File: src/rtl/jio_pkg.sv
// Shared constants for jcscpu IO-bus devices: device addresses and
// keyboard status-byte bit positions.
package jio_pkg;

  localparam logic [7:0] IO_DEV_TTY = 8'd0;
  localparam logic [7:0] IO_DEV_KBD = 8'd1;

  localparam int ST_AVAIL = 7;
  localparam int ST_FULL  = 6;
  localparam int ST_OVF   = 5;

  // The status byte only has room for a 3-bit occupancy field.
  function automatic logic [2:0] sat_count3(input int unsigned n);
    logic [2:0] r;
    r = (n > 7) ? 3'd7 : n[2:0];
    return r;
  endfunction

endpackage

File: src/rtl/jfifo.sv
// Synchronous FIFO with registered storage; a push while full is accepted
// only when a pop happens on the same edge.
module jfifo #(
  parameter  int DEPTH = 4,
  parameter  int DW    = 8,
  localparam int AW    = $clog2(DEPTH),
  localparam int CW    = AW + 1
) (
  input  logic          clk,
  input  logic          rst,
  input  logic          push,
  input  logic          pop,
  input  logic [DW-1:0] din,
  output logic [DW-1:0] dout,
  output logic [CW-1:0] count,
  output logic          empty,
  output logic          full
);

  logic [DW-1:0] mem_q [DEPTH];
  logic [AW-1:0] wr_ptr_q, wr_ptr_d;
  logic [AW-1:0] rd_ptr_q, rd_ptr_d;
  logic [CW-1:0] count_q, count_d;
  logic          do_push, do_pop;

  assign empty   = (count_q == '0);
  assign full    = (count_q == CW'(DEPTH));
  assign do_pop  = pop & ~empty;
  assign do_push = push & (~full | do_pop);
  assign dout    = mem_q[rd_ptr_q];
  assign count   = count_q;

  always_comb begin
    wr_ptr_d = wr_ptr_q;
    rd_ptr_d = rd_ptr_q;
    count_d  = count_q;
    if (do_push) wr_ptr_d = wr_ptr_q + AW'(1);
    if (do_pop)  rd_ptr_d = rd_ptr_q + AW'(1);
    case ({do_push, do_pop})
      2'b10:   count_d = count_q + CW'(1);
      2'b01:   count_d = count_q - CW'(1);
      default: count_d = count_q;
    endcase
  end

  always_ff @(posedge clk or posedge rst) begin
    if (rst) begin
      wr_ptr_q <= '0;
      rd_ptr_q <= '0;
      count_q  <= '0;
    end else begin
      wr_ptr_q <= wr_ptr_d;
      rd_ptr_q <= rd_ptr_d;
      count_q  <= count_d;
    end
  end

  // Storage needs no reset: the head is only observed while count is nonzero.
  always_ff @(posedge clk) begin
    if (do_push) mem_q[wr_ptr_q] <= din;
  end

endmodule

File: src/rtl/jkbd_in.sv
// Keyboard input device on the jcscpu IO bus: queues board bytes and serves
// IN Data / IN Addr. Optional status byte and read-to-clear via JKBD_STATUS_EN.
module jkbd_in
  import jio_pkg::*;
#(
  parameter logic [7:0] DEV_ADDR = IO_DEV_KBD,
  parameter int         DEPTH    = 4,
  localparam int        CW       = $clog2(DEPTH) + 1
) (
  input  logic          CLK,
  input  logic          reset,
  input  logic [7:0]    bus_in,
  input  logic          io_s,
  input  logic          io_e,
  input  logic          io_da,
  input  logic          io_io,
  input  logic          push,
  input  logic [7:0]    push_data,
  output logic [7:0]    bus_out,
  output logic [CW-1:0] count,
  output logic          empty,
  output logic          full,
  output logic          overflow
);

  // Bus protocol: io_s is a set strobe sampled on each CLK edge; io_e opens a
  // read window during which bus_out is driven combinationally. A window's
  // single side effect (pop / overflow clear) happens on the edge it closes.
  logic [7:0] dev_q;
  logic       rd_q;
  logic       ovf_q, ovf_d;
  logic       addr_wr, sel, rd_data;
  logic       pop_ok, push_ok, drop;
  logic [7:0] head;

  assign addr_wr = io_s & io_da & io_io;
  assign sel     = (dev_q == DEV_ADDR);
  assign rd_data = io_e & ~io_da & ~io_io & sel;

  assign pop_ok  = rd_q & ~rd_data & ~empty;
  assign push_ok = push & (~full | pop_ok);
  assign drop    = push & ~push_ok;

  jfifo #(.DEPTH(DEPTH), .DW(8)) u_fifo (
    .clk   (CLK),
    .rst   (reset),
    .push  (push),
    .pop   (pop_ok),
    .din   (push_data),
    .dout  (head),
    .count (count),
    .empty (empty),
    .full  (full)
  );

`ifdef JKBD_STATUS_EN
  logic       rd_stat;
  logic       stat_q;
  logic [7:0] stat_byte;

  assign rd_stat = io_e & io_da & ~io_io & sel;

  always_comb begin
    stat_byte           = '0;
    stat_byte[ST_AVAIL] = ~empty;
    stat_byte[ST_FULL]  = full;
    stat_byte[ST_OVF]   = ovf_q;
    stat_byte[2:0]      = sat_count3(32'(count));
  end

  always_ff @(posedge CLK or posedge reset) begin
    if (reset) stat_q <= 1'b0;
    else       stat_q <= rd_stat;
  end
`endif

  always_comb begin
    bus_out = 8'h00;
    if (rd_data) bus_out = empty ? 8'h00 : head;
`ifdef JKBD_STATUS_EN
    else if (rd_stat) bus_out = stat_byte;
`endif
  end

  // A drop on the same edge as a status read-out wins, so it is never lost.
  always_comb begin
    ovf_d = ovf_q;
`ifdef JKBD_STATUS_EN
    if (stat_q & ~rd_stat) ovf_d = 1'b0;
`endif
    if (drop) ovf_d = 1'b1;
  end

  always_ff @(posedge CLK or posedge reset) begin
    if (reset) begin
      dev_q <= 8'h00;
      rd_q  <= 1'b0;
      ovf_q <= 1'b0;
    end else begin
      if (addr_wr) dev_q <= bus_in;
      rd_q  <= rd_data;
      ovf_q <= ovf_d;
    end
  end

  assign overflow = ovf_q;

endmodule

File: config.mk
export PLATFORM = sky130hd
export DESIGN_NAME = jkbd_in
export DESIGN_NICKNAME = d
export VERILOG_FILES = /design/src/rtl/jio_pkg.sv /design/src/rtl/jfifo.sv /design/src/rtl/jkbd_in.sv
export SDC_FILE = /design/constraint.sdc
export NUM_CORES = 1
export LEC_CHECK = 0
export BUFFER_PORTS_ARGS = -buffer_cell sky130_fd_sc_hd__buf_4
export CORE_MARGIN = 2
export CORE_UTILIZATION = 40
export DETAILED_ROUTE_END_ITERATION = 7
export PLACE_DENSITY = 0.67
export SYNTH_ARGS = -nofsm -noshare
export SYNTH_HDL_FRONTEND = slang
export SYNTH_SLANG_ARGS = --single-unit
export TNS_END_PERCENT = 1
File: constraint.sdc
create_clock -name CLK -period 6.95 [get_ports CLK]
set_clock_uncertainty 0.15 [all_clocks]
set_input_delay 1.39 -clock CLK [delete_from_list [all_inputs] [get_ports CLK]]
set_output_delay 1.39 -clock CLK [all_outputs]
set_load 0.02 [all_outputs]
==> impl_metrics.ini <==
[logic_synthesis]
ys_seq_area_share_pct = 64.8
synthXorXnorAreaFrac_pct = 2.05
syn-cell-area_um2 = 2140
synth_top_flop_cell = edfxtp_1
ys_top_cells_by_area = edfxtp_1 (45%), dfrtp_1 (20%), mux4_2 (8.4%)
synthAdderAreaFrac_pct = 3.28
yosysWarningCount = 0
synth_nets = 159
synth_edf_count = 32
synth_compound_area_share_pct = 3.57
synthArstFlopShare_pct = 34.7
synth_top_family_by_area = multiplexers
synthCells = 131
synth_cell_type_count = 31
synth_area_leader_cell = edfxtp_1
ys_ff_latch = 49
yosys.area_share.simple_pct = 9.01
avgSynthCellArea_um2 = 16.3
synth_top_area_share_pct = 44.9
synthMuxAreaShare_pct = 15.2

[worst_setup_path]
path_max_fanout = 8
crit_required_ns = 5.41
path_class = in -> out
reg2reg_from = dev_q[7]
r2r_end = u_fifo.count[2]
worstSetupEndpointType = output port
path_buf_inv = 2
crit_cells = 6
worst_setup_path_start_kind = input port
slowest_stage = or4b_1
path_cells = buf_4 -> or4b_1 -> nor3_1 -> nand2b_1 -> nor2b_1 -> buf_4
critPathMaxStageDelay_ns = 0.58
crit_top_cell = buf_4
worstPathArrival_ns = 2.95
rrSetupSlack_ns = 4.26
critPathTopFamily = simple AND/OR/NAND/NOR gates
ff2ff_path_depth = 9

[clocking]
cts_tree = built
cts.sinks = 49
htree_levels = 2
clk_path_buf_depth = 2
post_cts_resized = 0
root_buffer = clkbuf_8
cts_setup_buffers = 0
path_clk_slew_ns = 0.09
numCtsBuffers = 5
clkLatencyLatePin_ns = 0.31
postCtsHoldBufs = 0

[power]
powerDensity_nw_per_um2 = 323
ir_worst_vdd_mv = 0.121
p_seq_share_pct = 49.6
combPwrFrac_pct = 25.4
p_sw_uw = 252
leakage_nw = 1.02
internal_power_uw = 589
clkPwrFrac_pct = 25.0
p_sw_share_pct = 29.9

[sta]
slew_headroom_pct = 56.6
tightest_slew_ns = 0.650
finalCritPeriodShare_pct = 64.7
hold_viol = 0
rsz0062_at_grt = no
slew_viol_final = 0
setup-tns-final_ns = 0
fin_crit_ns = 4.49
setup_viol = 0
max_freq_mhz = 223

[run_status]
status = completed

[detailed_routing]
wirelength_mm = 3.91
drc_errors = 0
wl_per_cell_um = 16.2
drt_iter0_drc = 85
ant_nets = 0
dr.pass1.iters = 4
vias = 1201
vias_per_cell = 4.96

[placed_design]
dpl_cell_area_um2 = 2480
place.port_buffers = 36
dp_hpwl_mm = 2.78
placed_cells = 234
gp_congestion = 0.789

[floorplanning]
die_w_um = 77.1
die_h_um = 77.1
start_util_pct = 41.6
core_area_um2 = 5140
io_pins = 37
rows = 26
die-area_um2 = 5950

[cells_and_area]
final_common_cell = buf_4
drive_gt1_share_pct = 40.7
areaGrowthSynthToFinish_pct = 21.8
antenna_cells = 0
final-instance-count-excl-fill = 242
final_cell_mix = buf_4 (36), edfxtp_1 (32), dfrtp_1 (17)
finalInstanceArea_um2 = 2600
final_nets = 199

[global_route]
grtUsageTotal_pct = 14.4
overflow = 0
grt_pass1_wl_mm = 6.52
antenna_found_initial = 0
grt_max_degree = 18
grt_pass1_vias = 1327

[min_path]
hold_class = reg -> reg
hold_path.startpoint = overflow
min_path_cells = 1
hold_end = overflow

[flow_run]
drv_cap = 0
sequential cells by signal (all words and copies together), names as in the netlist:
register and flops:
dev_q 8, rd_q 1, u_fifo.count 3, u_fifo.wr_ptr_q 2, u_fifo.mem_q 32, u_fifo.rd_ptr_q 2, overflow 1
worst max-delay path by stage:
stage,start,end,slack [ns]
global placement,io_da,bus_out[6],2.48
floorplan,io_da,bus_out[0],2.72
global route,io_da,bus_out[7],2.26
detailed placement,io_da,bus_out[0],2.40
finish,io_da,bus_out[7],2.46
CTS,io_da,bus_out[0],2.40
worst reg2reg max path: stages, from the launching register on:
cell      delay [ns]
dfrtp_1         0.38
or4b_4          0.57
o31ai_4         0.50
nor3_1          0.15
inv_1           0.10
fa_1            0.20
nor2b_1         0.18
nor3b_1         0.20
mux2i_1         0.10
o211ai_1        0.10
logic make-up (layout without fill, tap and decap cells):
| group | count (synthesis) | count (layout) |
|---|---|---|
| adders and majority gates | 5 | 5 |
| buffers and inverters | 12 | 53 |
| muxes | 21 | 21 |
| AOI/OAI and AO/OA | 8 | 8 |
| DFF | 49 | 49 |
| and+or+nand+nor | 31 | 31 |
| xor gates and xnor gates | 5 | 5 |
per-stage QoR:
stage | setup WS [ns] | utilization (%) | hold WS, ns | power [mW]
after floorplan | 2.72 | - | 0.321 | 0.561
after global placement | 2.48 | 48.3 | 0.305 | 0.626
after detailed placement | 2.40 | 48.3 | 0.308 | 0.642
after CTS | 2.40 | 50.7 | 0.329 | 0.852
after global routing | 2.26 | 50.7 | 0.359 | 0.889
final | 2.46 | 50.7 | 0.337 | 0.840
Yosys cell counts (2+ instances only):
library cell and n:
dfrtp_1 17, clkbuf_1 2, xor2_1 2, inv_1 9, nor3b_1 2, xnor2_1 3, mux2_2 11, nor3_1 5
edfxtp_1 32, mux4_2 8, mux2i_1 2, and2_2 4, nand2_1 2, a21oi_1 2, nor2_1 3, nor2b_1 9
ha_1 4
layer usage:
layer	up-vias	share of wire [%]	GRT usage [%]
li1	568	-	-
met1	601	39	16.5
met2	26	56	25.9
met3	6	3.9	3.41
met4	0	1.2	5.89
met5	-	0	0
cell type report:
cell class | count | area, um2
flip-flops and latches | 49 | 1390
well taps | 70 | 87.6
repair buffers | 36 | 270
clock inverters | 3 | 50.0
inverters | 9 | 33.8
clock buffers | 5 | 68.8
multi-input cells | 70 | 707
fillers | 461 | 2540
power groups by stage:
stage	registers, mW	clock network (mW)	logic, mW
after global routing	0.426	0.227	0.236
after global placement	0.419	0	0.207
after CTS	0.418	0.215	0.218
after detailed placement	0.425	0	0.217
after floorplan	0.415	0	0.145
final	0.417	0.210	0.214
Note: power is estimated with default switching activity, not from simulation.
